File: src/rtl/mem_stage.sv
// MEM pipeline stage: waits for the DCache response, aligns and extends load
// data, and hands the final result to WB while feeding forwarding info to ID.
module mem_stage #(
  parameter int M1_TO_MS_BUS_WD = 149,
  parameter int MS_TO_WS_BUS_WD = 70
) (
  input  logic                       clk,
  input  logic                       resetn,
  input  logic                       ws_allowin,
  output logic                       ms_allowin,
  input  logic                       m1s_to_ms_valid,
  input  logic [M1_TO_MS_BUS_WD-1:0] m1s_to_ms_bus,
  input  logic                       data_data_ok,
  input  logic [31:0]                data_rdata,
  output logic                       ms_to_ws_valid,
  output logic [MS_TO_WS_BUS_WD-1:0] ms_to_ws_bus,
  output logic [4:0]                 ms_dest,
  output logic [31:0]                ms_result,
  output logic                       ms_load_pending
);

  typedef struct packed {
    logic        mfc0;
    logic [31:0] cp0_data;
    logic        ex;
    logic [31:0] rt_value;
    logic [11:0] mem_inst;
    logic        res_from_mem;
    logic        gr_we;
    logic [4:0]  dest;
    logic [31:0] alu_result;
    logic [31:0] pc;
  } m1_ms_t;

  typedef enum logic {
    BUF_WAIT,
    BUF_HAVE
  } buf_st_e;

  m1_ms_t      bus_q;
  logic        ms_valid;
  buf_st_e     buf_st;
  logic [31:0] buf_data;

  logic        buf_valid;
  logic        need_mem;
  logic        data_ok_now;
  logic        ms_ready_go;
  logic [31:0] r;
  logic [31:0] t;
  logic [1:0]  a;
  logic [7:0]  rbyte;
  logic [15:0] rhalf;
  logic [31:0] load_data;
  logic [31:0] final_result;
  logic        ws_gr_we;

  assign buf_valid   = (buf_st == BUF_HAVE);
  assign need_mem    = ~bus_q.ex & (|bus_q.mem_inst);
  assign data_ok_now = data_data_ok & ms_valid & need_mem & ~buf_valid;
  assign ms_ready_go = ~need_mem | data_ok_now | buf_valid;

  assign ms_allowin     = ~ms_valid | (ms_ready_go & ws_allowin);
  assign ms_to_ws_valid = ms_valid & ms_ready_go;

  always_ff @(posedge clk or negedge resetn) begin
    if (!resetn) begin
      ms_valid <= 1'b0;
      bus_q    <= '0;
      buf_st   <= BUF_WAIT;
      buf_data <= '0;
    end else begin
      if (ms_allowin)
        ms_valid <= m1s_to_ms_valid;
      if (m1s_to_ms_valid && ms_allowin)
        bus_q <= m1_ms_t'(m1s_to_ms_bus);
      unique case (buf_st)
        BUF_WAIT:
          if (data_ok_now && !ws_allowin) begin
            buf_st   <= BUF_HAVE;
            buf_data <= data_rdata;
          end
        BUF_HAVE:
          if (ms_to_ws_valid && ws_allowin)
            buf_st <= BUF_WAIT;
        default: buf_st <= BUF_WAIT;
      endcase
    end
  end

  assign r     = buf_valid ? buf_data : data_rdata;
  assign t     = bus_q.rt_value;
  assign a     = bus_q.alu_result[1:0];
  assign rbyte = 8'(r >> {a, 3'b000});
  assign rhalf = a[1] ? r[31:16] : r[15:0];

  // mem_inst = {swr,swl,sw,sh,sb,lwr,lwl,lw,lhu,lh,lbu,lb}
  always_comb begin
    load_data = r;
    unique case (1'b1)
      bus_q.mem_inst[0]: load_data = {{24{rbyte[7]}}, rbyte};
      bus_q.mem_inst[1]: load_data = {24'b0, rbyte};
      bus_q.mem_inst[2]: load_data = {{16{rhalf[15]}}, rhalf};
      bus_q.mem_inst[3]: load_data = {16'b0, rhalf};
      bus_q.mem_inst[4]: load_data = r;
      bus_q.mem_inst[5]:
        unique case (a)
          2'd0:    load_data = {r[7:0], t[23:0]};
          2'd1:    load_data = {r[15:0], t[15:0]};
          2'd2:    load_data = {r[23:0], t[7:0]};
          default: load_data = r;
        endcase
      bus_q.mem_inst[6]:
        unique case (a)
          2'd0:    load_data = r;
          2'd1:    load_data = {t[31:24], r[31:8]};
          2'd2:    load_data = {t[31:16], r[31:16]};
          default: load_data = {t[31:8], r[31:24]};
        endcase
      default: load_data = r;
    endcase
  end

  assign final_result = bus_q.mfc0         ? bus_q.cp0_data :
                        bus_q.res_from_mem ? load_data      :
                                             bus_q.alu_result;

  assign ws_gr_we     = bus_q.gr_we & ~bus_q.ex;
  assign ms_to_ws_bus = {ws_gr_we, bus_q.dest, final_result, bus_q.pc};

  assign ms_dest   = bus_q.dest & {5{ms_valid & ws_gr_we}};
  assign ms_result = final_result;

  assign ms_load_pending = ms_valid & bus_q.res_from_mem & ~bus_q.ex
                         & ~(data_ok_now | buf_valid);

endmodule

File: config.mk
export PLATFORM = sky130hd
export DESIGN_NAME = mem_stage
export DESIGN_NICKNAME = d
export VERILOG_FILES = /design/src/rtl/mem_stage.sv
export SDC_FILE = /design/constraint.sdc
export NUM_CORES = 1
export LEC_CHECK = 0
export BUFFER_PORTS_ARGS = -buffer_cell sky130_fd_sc_hd__clkbuf_2
export CAP_MARGIN = 10
export CELL_PAD_IN_SITES_DETAIL_PLACEMENT = 0
export CELL_PAD_IN_SITES_GLOBAL_PLACEMENT = 1
export CORE_MARGIN = 5
export CORE_UTILIZATION = 41
export CTS_CLUSTER_SIZE = 24
export DETAILED_ROUTE_END_ITERATION = 7
export PLACE_DENSITY = 0.8
export SETUP_SLACK_MARGIN = 0.3
export SYNTH_ARGS = -nofsm -noshare
export SYNTH_HDL_FRONTEND = slang
export SYNTH_SLANG_ARGS = --single-unit
export TNS_END_PERCENT = 5
File: constraint.sdc
create_clock -name clk -period 3.51 [get_ports clk]
set_clock_uncertainty 0.1 [all_clocks]
set_input_delay 0.351 -clock clk [delete_from_list [all_inputs] [get_ports clk]]
set_output_delay 0.351 -clock clk [all_outputs]
set_load 0.02 [all_outputs]
## Word level (Yosys, flattened, before mapping)

Cells that the tools add are included.

- Memories kept: 0
- Bits of input ports: 186
- Latch bits: 0
- Flip-flop bits (word level): 183
- Bits in writable memories: 0
- Output and inout bits: 110
- Word-level logic and storage cells: 54
- Memory bits (read-only): 0

- $mul: 0
- Muxes and demuxes: 10
- Add/sub/neg operators: 0
- $lt $le $gt $ge: 0
- Reductions and logical operators: 7
- Divide/modulo/power cells: 0
- Equality and inequality tests: 2
- Bitwise logic cells: 21
- Shift-type cells: 1

Operators by type and width:

| kind | number |
|---|---|
| $pmux 32 s3 | 2 |
| $pmux 32 s6 | 1 |
| $mux 32 | 3 |
| $shr 32x5->8 | 1 |
| $mux 16 | 1 |
| $reduce_or 12->1 | 1 |
| $and 1x1->1 | 11 |
| $and 5x5->5 | 1 |
| $not 1->1 | 5 |
| $or 1x1->1 | 4 |
| $logic_and 1x1->1 | 3 |
| $eq 2x1->1 const B | 1 |
| $eq 2x2->1 const B | 1 |
| $logic_not 2->1 | 1 |
| $mux 1 | 2 |
| $pmux 1 s2 | 1 |
| $reduce_and 2->1 | 1 |
| $logic_not 1->1 | 1 |

## Longest topological paths before layout

Gate-level depths: netlist (run 1).

- Word-level depth: 10
- Gate-level depth with buffers: 8
- Depth with buffers taken out: 5

## Least setup slack after synthesis (run 1)

Ideal clock, no wire load.

- Path type: register to output
- From: register bus_q[77] in the netlist's numbering
- To: output port ms_to_ws_bus[38]
- Path buffers: 3
- Arrival time: 2.451 ns
- Slack: 0.608 ns
- Cell stages (with the launch flop): 8
- Data required time: 3.059 ns
- Cells stage by stage: dfrtp_1 -> or3_1 -> clkbuf_1 -> nor3_4 -> clkbuf_1 -> a2111oi_0 -> o21ai_0 -> buf_4

- Word-level cells in the longest chain between the ends: 3

Ends and longest elaborated chain:

| item | RTL line | text |
|---|---|---|
| start, declared | 40 | `m1_ms_t bus_q;` |
| start signal, assigned | 76 | `bus_q <= m1_ms_t'(m1s_to_ms_bus);` |
| $pmux 32 s6 | 100 | `unique case (1'b1)` |
| $mux 32 | 125 | `bus_q.res_from_mem ? load_data :` |
| $mux 32 | 124 | `assign final_result = bus_q.mfc0 ? bus_q.cp0_data :` |
| end, declared | 16 | `output logic [MS_TO_WS_BUS_WD-1:0] ms_to_ws_bus,` |

Every way passes these cells.

## Worst setup path after layout (run 1)

- From: register buf_st
- To: output port ms_result[17]

- Word-level cells in the longest chain between the ends: 5
- Elaborated cells between the ends (all ways): 8
- Classes of those cells: 1 x shift; 7 x mux

Ends and longest elaborated chain:

| item | RTL line | text |
|---|---|---|
| start, declared | 42 | `buf_st_e buf_st;` |
| start signal, assigned | 70 | `buf_st <= BUF_WAIT;` |
| start signal, assigned | 80 | `buf_st <= BUF_HAVE;` |
| start signal, assigned | 85 | `buf_st <= BUF_WAIT;` |
| $mux 32 (*) | 91 | `assign r = buf_valid ? buf_data : data_rdata;` |
| $shr 32x5->8, or another cell as far along | 94 | `assign rbyte = 8'(r >> {a, 3'b000});` |
| $pmux 32 s6 (*) | 100 |  |
| $mux 32 (*) | 125 |  |
| $mux 32 (*) | 124 |  |
| end, declared | 18 | `output logic [31:0] ms_result,` |

Every way passes the cells marked *; elsewhere a longest branch is shown, timed or not.

==> run_results.csv, run 1 <==
group,metric,value,unit
synthesis,ys.flop_type,"dfrtp_1",
timing,max_freq,0.306,GHz
timing,setup-violations-final,0,
worst_setup_path,start_kind,"register",
synthesis,synthesis.nets,1100,
worst_setup_path,critPathKind,"reg -> out",
place,dp_hpwl,26.8,mm
die,die_w,170,um
cts,root_buffer,"clkbuf_16",
cts,clkTransAtPathRegs,0.08,ns
die,rows,58,
worst_setup_path,setup.worst_path.end_class,"output pin",
global_route,grt_pass1_wl,52.6,mm
cts,numClockSinks,183,
detailed_routing,via_count,8776,
die,core-area,0.0253,mm2
layout,nFillCells,2311,
detailed_routing,route.detailed.drc,0,
global_route,track_usage,23.9,%
worst_setup_path,worstPathRequired,3.06,ns
global_route,grt_antenna_before_repair,7,
die,die_h,170,um
timing,final.setup.tns,0,ns
job,drv_cap,0,
synthesis,synth_edf_count,0,
timing,final-max-slew-violation-count,0,
synthesis,synth_top_area_share,43.4,%
synthesis,async_reset_ff_share,100,%
cts,htree_levels,4,
timing,rsz0062_at_grt,"yes",
global_route,grt_start_max_net_pins,82,
cts,cts_buffer_depth,2,
synthesis,yosys_warnings,0,
power,vdd_drop_max,0.496,mV
place,globalplace.congestion,0.951,
synthesis,yosysMostFrequentCell,"dfrtp_1",
cts,numCtsBuffers,17,
detailed_routing,first_pass_iters,7,
timing,fin_crit_sh,93.0,%
synthesis,ys_ff_latch,183,
layout,final_nets,1333,
synthesis,synth.yosys.seq_area_share,43.4,%
synthesis,netlist_instances,914,
cts,clock_latency,0.45,ns
detailed_routing,drt_iter0_drc,970,
layout,syn_to_final_growth,23.0,%
timing,layout_min_cycle_time,3.26,ns
synthesis,synth_area_leaders,"dfrtp_1 (43%), mux2_2 (19%), buf_4 (5.8%), mux4_2 (4.5%), mux2i_1 (3.2%)",
global_route,grt_pass1_vias,8769,
die,dieArea,0.0290,mm2
die,boundaryPins,296,
synthesis,synthTopCellsByCount,"dfrtp_1 (183), mux2_2 (182), buf_4 (82)",
power,p_leak,0.00565,uW
power,power.density,743,mW/mm2
detailed_routing,routed_via_density,5.87,
die,initial_core_util,41.7,%
synthesis,syn_area_per_cell,11.5,um2
synthesis,syn_area,0.0105,mm2
hold_path,holdCritPathClass,"in -> reg",
global_route,gr-total-overflow,0,
worst_setup_path,crit_arrival,2.81,ns
cts,cts_tree,"built",
detailed_routing,detail_route.wl_per_cell,23.6,um
detailed_routing,drt_wl_total,35.3,mm
place,io_buffers,295,
timing,worst_pin_slew,0.784,ns
timing,hold_viol_final,0,
timing,max-slew-margin-rel,47.8,%
synthesis,synth_top_area_cell,"dfrtp_1",
layout,final_util,51.4,%
worst_setup_path,cp_max_fo,9,
outcome,outcome,"finished, final reports clean",
detailed_routing,ant_nets,0,
layout,drive_gt1_share,52.4,%
layout,fin_cells,1495,
synthesis,ys_types,50,
place,dp.cells,1445,
==> report_power, final <==
group / internal (uW) / switching, uW / total [uW] / leakage [uW]
clock: 993 / 1040 / 2030 / 0.000302
combinational: 1840 / 2570 / 4420 / 0.00320
sequential: 2700 / 492 / 3190 / 0.00215
total: 5530 / 4110 / 9640 / 0.00565
==> final timing paths <==
kind	startpoint	to	slack [ns]	depth (start not counted)
worst max register to register	bus_q[77]	bus_q[128]	0.81	8
max in group asynchronous	resetn	buf_data[10]	2.03	3
worst min register to register	ms_valid	buf_st	0.38	1
worst min-delay path	m1s_to_ms_bus[103]	t[20]	0.01	2
worst max-delay path	buf_st	ms_result[17]	0.25	7
min in group asynchronous	resetn	ms_to_ws_bus[65]	0.39	2
==> per-layer routing <==
layer	wire length (um)	part of all wire [%]	up-vias	global-route usage, %
met3	3470	9.8	78	6.90
li1	-	-	3858	-
met4	1470	4.2	4	10.3
met2	16700	47	466	37.5
met1	13600	39	4370	30.9
met5	24	0.068	-	0
==> cells in the final DEF, fill, tap and decap left out, drive strengths merged, types with 7 or more instances in the layout <==
| master | count |
|---|---|
| a21oi | 33 |
| inv | 14 |
| o21ai | 37 |
| mux4 | 21 |
| mux2 | 191 |
| a41oi | 10 |
| nand2 | 59 |
| a211oi | 8 |
| a222oi | 9 |
| mux2i | 34 |
| a22oi | 28 |
| o22ai | 15 |
| dfrtp | 183 |
| a311oi | 8 |
| clkbuf | 306 |
| a31oi | 12 |
| a221oi | 11 |
| and2 | 7 |
| a22o | 21 |
| o211ai | 9 |
| buf | 53 |
| dlygate4sd3 | 9 |
| nor2 | 36 |
==> what timing repair did <==
| action | in CTS | in global routing |
|---|---|---|
| resized for setup | 19 | 25 |
| gates cloned | 0 | 0 |
| hold endpoints to repair | 83 | 1 |
| setup endpoints to repair | 56 | 56 |
| hold buffers | 8 | 1 |
| setup buffers | 4 | 0 |
==> sequential cells by signal, summed over array words and instances (netlist names) <==
signal,count
ms_valid,1
a,2
t,32
bus_q,78
ms_to_ws_bus,37
buf_st,1
buf_data,32
==> worst max-delay path, cell delays in order, from the launching register on <==
cell and delay [ns]:
dfrtp_4 0.52, mux2_2 0.41, mux4_2 0.52, a21oi_4 0.17, a21boi_4 0.22, buf_12 0.17, a41oi_2 0.14, clkbuf_4 0.20
==> layout make-up <==
cell class / count / area, um2 / area share, %
diodes: 5 / 12.5 / 0.0965
repair buffers: 351 / 2070 / 16.0
clock buffers: 17 / 425 / 3.28
clock inverters: 15 / 201 / 1.55
flip-flops and latches: 183 / 4580 / 35.3
multi-input cells: 590 / 5240 / 40.4
inverters: 4 / 15.0 / 0.116
well taps: 330 / 413 / 3.18
==> logic make-up after synthesis <==
kind of cell | after synthesis | share of synthesized area, %
compound gates | 215 | 14.6
buf+inv | 141 | 8.25
flops | 183 | 43.4
mux | 246 | 28.2
simple gates | 129 | 5.50
==> stage by stage <==
stage / area [um2] / hold slack, ns / power [uW] / setup slack, ns
after floorplan: 10500 / -0.0446 / 6210 / 0.608
after global placement: 12000 / 0.344 / 7340 / 0.267
after detailed placement: 12000 / 0.350 / 7400 / 0.182
after CTS: 12800 / 0.000961 / 9560 / 0.244
after global routing: 13000 / 0.00185 / 10100 / 0.169
final: 13000 / 0.0114 / 9640 / 0.246
No activity file was read; power rests on OpenSTA's default activity.
==> run 2, diff against run 1 <==
- BUFFER_PORTS_ARGS: -buffer_cell sky130_fd_sc_hd__clkbuf_2 -> default
- CORE_UTILIZATION: 41 -> 50
- DONT_BUFFER_PORTS: default -> 1
- PLACE_DENSITY: 0.8 -> default
- PLACE_DENSITY_LB_ADDON: default -> 0.15
==> run 2 against run 1 <==
The run now ends with negative hold slack left. First-iteration DRC count decreased by 21%. Utilization rose by 12 points. Register-to-register slack lost 0.15 ns. Combinational power shrank 5.4%. Worst hold slack worse by 0.50 ns. Power down 1.1%. Sequential power is 4% higher.
==> run_results.csv, run 2 (same netlist as run 1, synthesis figures left out) <==
group,metric,value,unit
place,globalplace.congestion,0.924,
worst_setup_path,crit_path_start,"bus_q[77]",
worst_setup_path,rr_startpoint,"bus_q[77]",
layout,final_nets,1246,
hold_path,holdCritPathClass,"in -> async",
layout,drive_gt1_share,30.8,%
timing,max_freq,0.298,GHz
timing,final.setup.tns,0,ns
detailed_routing,ant_nets,0,
detailed_routing,detail_route.wl_per_cell,27.6,um
outcome,violations,"negative hold slack",
detailed_routing,first_pass_iters,6,
global_route,grt_pass1_wl,55.9,mm
timing,setup-violations-final,0,
global_route,grt_start_max_net_pins,184,
job,drv_cap,0,
power,vdd_drop_max,0.389,mV
outcome,outcome,"finished, violations left",
die,die_w,155,um
detailed_routing,drt_wl_total,37.2,mm
timing,hold_viol_final,183,
power,p_sw,3960,uW
timing,max-slew-margin-rel,53.5,%
detailed_routing,route.detailed.drc,0,
power,switching_share,41.5,%
cts,root_buffer,"clkbuf_16",
layout,largest_reg_flops,78,
timing,fin_crit_sh,95.5,%
cts,numCtsBuffers,17,
timing,rsz0062_at_grt,"yes",
worst_setup_path,start_kind,"register",
die,core-area,0.0209,mm2
worst_setup_path,crit_arrival,2.90,ns
global_route,track_usage,30.5,%
power,clkPwrFrac,21.4,%
die,boundaryPins,296,
timing,hold_ws,-0.493,ns
cts,cts_hold_buf,184,
global_route,gr-total-overflow,0,
detailed_routing,routed_via_density,6.32,
die,initial_core_util,50.5,%
power,fin_total_pwr,9540,uW
cts,clkTransAtPathRegs,0.08,ns
die,die_h,155,um
global_route,grt_antenna_before_repair,0,
power,p_int,5580,uW
timing,worst_pin_slew,0.690,ns
cts,cts_tree,"built",
cts,clock_latency,0.44,ns
cts,cts_buffer_depth,2,
power,p_leak,0.00532,uW
place,io_buffers,0,
worst_setup_path,cp_max_fo,11,
detailed_routing,drt_iter0_drc,769,
cts,numClockSinks,183,
layout,syn_to_final_growth,26.2,%
layout,final_cell_mix,"dlygate4sd3_1 (184), mux2_2 (182), dfrtp_1 (182), buf_4 (68), nand2_1 (59)",
power,comb_power_share,43.8,%
layout,top_register,"bus_q",
detailed_routing,via_count,8521,
place,dp_hpwl,25.1,mm
cts,htree_levels,4,
layout,antenna_cells,0,
power,power.density,717,mW/mm2
layout,nFillCells,1625,
timing,final-max-slew-violation-count,0,
worst_setup_path,critPathKind,"reg -> out",
die,rows,53,
global_route,grt_pass1_vias,9274,
timing,layout_min_cycle_time,3.35,ns
worst_setup_path,worstPathRequired,3.06,ns
die,dieArea,0.0241,mm2
worst_setup_path,setup.worst_path.end_class,"output pin",
layout,final_common_cell,"dlygate4sd3_1",
power,p_seq_share,34.8,%
## run 2: changes by cell type in the layout (fill, tap and decap cells not counted), moves of 3 or more
| cell | change |
|---|---|
| a41oi_1 | +5 |
| a41oi_2 | -5 |
| buf_12 | -3 |
| buf_4 | +27 |
| clkbuf_2 | -288 |
| diode_2 | -5 |
| dlygate4sd3_1 | +175 |
| inv_12 | -4 |
| inv_8 | +3 |
| mux2i_1 | +9 |
| mux2i_2 | -4 |
| mux2i_4 | -5 |
## run 2: metal layers
layer	GRT usage, %	vias to the layer above	part of all wire, %
li1	-	3690	-
met1	37.7	4240	38
met2	51.3	496	49
met3	6.45	95	7.9
met4	14.3	0	4.9
met5	0	-	0
## run 2: power groups by stage
stage	combinational [uW]	sequential, uW	clock [uW]
2_1_floorplan	3190	3010	0
3_3_place_gp	3680	3320	0
3_5_place_dp	3720	3350	0
4_1_cts	4130	3300	2090
5_1_grt	4400	3390	2170
6_report	4180	3320	2040
## run 2: cell type report
cell class / count / area [um2] / share of cell area, %
well taps: 275 / 344 / 2.59
clock inverters: 14 / 191 / 1.44
repair buffers: 264 / 2600 / 19.6
flip-flops and latches: 183 / 4580 / 34.5
clock buffers: 18 / 439 / 3.30
multi-input cells: 590 / 5120 / 38.5
inverters: 4 / 15.0 / 0.113
## run 2: worst max-delay path, stage by stage, from the launching register on
cell	delay, ns
dfrtp_1	0.44
nor4_1	0.64
nand2_1	0.49
o21ai_0	0.20
a221oi_1	0.07
o21ai_0	0.36
buf_4	0.26
## run 2: path summary, 6_finish.rpt
check | endpoint | slack (ns) | depth (start not counted)
min in group clk | ms_valid | 0.17 | 2
min reg2reg | t[31] | 0.41 | 1
max | ms_to_ws_bus[32] | 0.16 | 6
max reg2reg | bus_q[127] | 0.66 | 5
min | buf_data[11] | -0.49 | 0
max in group asynchronous | buf_data[9] | 3.32 | 0
## run 2: per-stage QoR
step	util (%)	instances	worst slack, ns	cell area, um2
floorplan	-	914	0.608	10500
global placement	50.8	1120	0.269	10600
detailed placement	50.8	1120	0.253	10600
CTS	63.7	1348	0.209	13300
global route	63.7	1348	0.120	13300
finish	63.7	1348	0.156	13300
## run 2: timing repair
action                     CTS  global route
setup buffers               10             0
setup endpoints to repair   56            60
gates cloned                 2             0
resized for setup            9             0
hold endpoints to repair   366           183
pin swaps                    1             0
==> run 3, diff against run 2 <==
- ABC_AREA: default -> 1
- CORE_UTILIZATION: 50 -> 45
- SKIP_CTS_REPAIR_TIMING: default -> 1
==> run 3 against run 2 <==
The flow still finishes with violations (negative hold slack). Combinational power rose by 95%. Highest routed layer unchanged. Via count rose by 36%. Final cell count rose by 58%. Critical path type unchanged. Synthesized cell count rose by 78%. Clock power barely moved. Non-clock buffer count rose by 54. Global-route usage fell by 3.7 points. Count of clock-buffer cells in the layout fell by 1.
==> run_results.csv, run 3 <==
group,metric,value,unit
outcome,outcome,"finished, violations left",
outcome,violations,"negative hold slack",
place,dp_hpwl,26.5,mm
timing,max-slew-margin-rel,43.4,%
worst_setup_path,rr_startpoint,"bus_q[73]",
layout,final_cell_mix,"nand2_1 (670), dlygate4sd3_1 (249), nand3_1 (239), dfrtp_1 (183), a21oi_1 (94)",
power,p_leak,0.00706,uW
hold_path,holdCritPathClass,"in -> async",
place,dp.cells,1844,
worst_setup_path,r2r_setup_slack,0.39,ns
detailed_routing,detail_route.wl_per_cell,19.6,um
detailed_routing,route.detailed.drc,0,
detailed_routing,via_count,11600,
synthesis,synth-simple-area-share,37.4,%
die,die_h,167,um
timing,final.setup.tns,0,ns
global_route,grt_antenna_before_repair,1,
synthesis,synthAdderAreaFrac,0,%
timing,fin_crit_sh,92.2,%
cts,root_buffer,"clkbuf_16",
cts,clkTransAtPathRegs,0.08,ns
detailed_routing,drt_iter0_drc,1295,
timing,rsz0062_at_grt,"yes",
timing,setup-violations-final,0,
detailed_routing,routed_via_density,5.46,
worst_setup_path,start_kind,"register",
synthesis,synth_edf_count,0,
cts,cts_tree,"built",
synthesis,yosysMostFrequentCell,"nand2_1",
place,dpl_cell_area,0.0110,mm2
power,power.density,1010,mW/mm2
cts,clock_latency,0.45,ns
layout,syn_to_final_growth,28.2,%
die,die_w,167,um
synthesis,netlist_instances,1629,
layout,fin_cells,2126,
synthesis,synthTopCellsByCount,"nand2_1 (671), nand3_1 (239), dfrtp_1 (183)",
synthesis,synth_top_area_cell,"dfrtp_1",
global_route,track_usage,26.8,%
synthesis,syn_area_per_cell,6.78,um2
place,globalplace.congestion,0.943,
layout,stdcell_area,0.0142,mm2
global_route,grt_start_max_net_pins,184,
die,dieArea,0.0278,mm2
detailed_routing,drt_wl_total,41.7,mm
synthesis,synth_area_leaders,"dfrtp_1 (41%), nand2_1 (23%), nand3_1 (11%), buf_4 (5.7%), a21oi_1 (4.3%)",
die,rows,57,
worst_setup_path,critPathKind,"reg -> out",
synthesis,synth_top_family_by_area,"simple AND/OR/NAND/NOR gates",
worst_setup_path,worstPathRequired,3.06,ns
worst_setup_path,cp_max_fo,17,
layout,largest_reg_flops,78,
place,dp_slack,0.845,ns
synthesis,ys_types,25,
die,boundaryPins,296,
layout,final_common_cell,"nand2_1",
synthesis,yosys_warnings,0,
global_route,gr-total-overflow,0,
power,vdd_drop_max,0.826,mV
job,drv_cap,0,
place,io_buffers,0,
synthesis,ys.flop_type,"dfrtp_1",
synthesis,syn_area,0.0110,mm2
synthesis,synth.yosys.seq_area_share,41.5,%
global_route,grt_pass1_vias,9942,
timing,max_freq,0.309,GHz
layout,final_nets,1974,
cts,cts_buffer_depth,2,
worst_setup_path,reg2reg_depth,11,
synthesis,synth_compound_area_share,10.0,%
synthesis,synthesis.nets,1815,
layout,drive_gt1_share,6.33,%
timing,fin_ws,0.275,ns
cts,htree_levels,4,
detailed_routing,first_pass_iters,6,
global_route,grt_pass1_wl,59.0,mm
timing,worst_pin_slew,0.848,ns
timing,hold_ws,-0.507,ns
die,initial_core_util,45.5,%
cts,numCtsBuffers,17,
cts,numClockSinks,183,
layout,top_register,"bus_q",
synthesis,async_reset_ff_share,100,%
worst_setup_path,setup.worst_path.end_class,"output pin",
synthesis,ys_ff_latch,183,
layout,nFillCells,2277,
detailed_routing,ant_nets,0,
synthesis,synth-xor-area-share,0,%
timing,hold_viol_final,183,
worst_setup_path,reg2reg_to,"ms_to_ws_bus[16]",
synthesis,synth_top_area_share,41.5,%
synthesis,synthMuxAreaShare,0,%
die,core-area,0.0242,mm2
timing,layout_min_cycle_time,3.24,ns
worst_setup_path,crit_arrival,2.78,ns
timing,final-max-slew-violation-count,0,
[run 3: changes by cell type after synthesis, moves of 15 or more]
cell and delta:
nand3_1 +233, inv_1 +44, clkbuf_1 +23, nor2_1 +48
mux2i_1 -34, o21bai_1 +15, nand2_1 +612, mux4_2 -21
buf_2 +15, a21oi_1 +63, a22o_1 -21, o21ai_0 +48
a22oi_1 -27, mux2_2 -182
[run 3: worst max path at each step]
stage              start               end  slack, ns  cells after the start
2_1_floorplan       a[0]  ms_to_ws_bus[52]       1.01                     10
3_3_place_gp   bus_q[73]      ms_result[7]       0.78                      9
3_5_place_dp      buf_st  ms_to_ws_bus[55]       0.85                     10
4_1_cts           buf_st  ms_to_ws_bus[55]       0.36                     10
5_1_grt        bus_q[73]      ms_result[7]       0.19                      9
6_report          buf_st  ms_to_ws_bus[61]       0.27                     11
[run 3: layout make-up]
class / instances / area (um2) / share of cell area [%]
inverters: 52 / 195 / 1.38
clock buffers: 17 / 425 / 3.01
repair buffers: 318 / 3090 / 21.8
clock inverters: 15 / 201 / 1.42
diodes: 1 / 2.50 / 0.0177
flip-flops and latches: 183 / 4580 / 32.4
multi-input cells: 1216 / 5260 / 37.1
well taps: 324 / 405 / 2.86
[run 3: critical path, stage by stage (launching register included)]
cell     delay (ns)
dfrtp_1        0.42
inv_2          0.28
buf_4          0.21
nand2_1        0.05
nand2_1        0.33
nand2_1        0.09
nand2_1        0.12
o21ai_0        0.14
nand4_1        0.17
nand2_1        0.10
a21oi_1        0.21
buf_4          0.22
[run 3: where the power goes]
group	leakage [uW]	internal (uW)	switching, uW
combinational	0.00451	2620	5540
clock	0.000300	1040	1020
sequential	0.00226	3090	1020
total	0.00706	6750	7570
[run 3: cells by family (layout without fill, tap and decap cells)]
group                  Yosys count  in the layout
buffers and inverters          230            402
AOI/OAI and AO/OA              209            209
other                            0              1
and+or+nand+nor               1007           1007
DFF                            183            183
[run 3: per-layer routing]
layer  track usage, %  vias up  wire length, um
met2             40.1      572            19000
met5                0        -                0
met4             9.61        0             1470
met3             7.47       70             3570
met1             37.5     5466            17700
li1                 -     5493                -
[run 3: stage by stage]
stage                     power, uW  utilization [%]
final                         14300             58.4
after global routing          15300             58.4
after CTS                     13900             48.0
after detailed placement      11800             45.5
after global placement        11700             45.5
after floorplan                9940                -
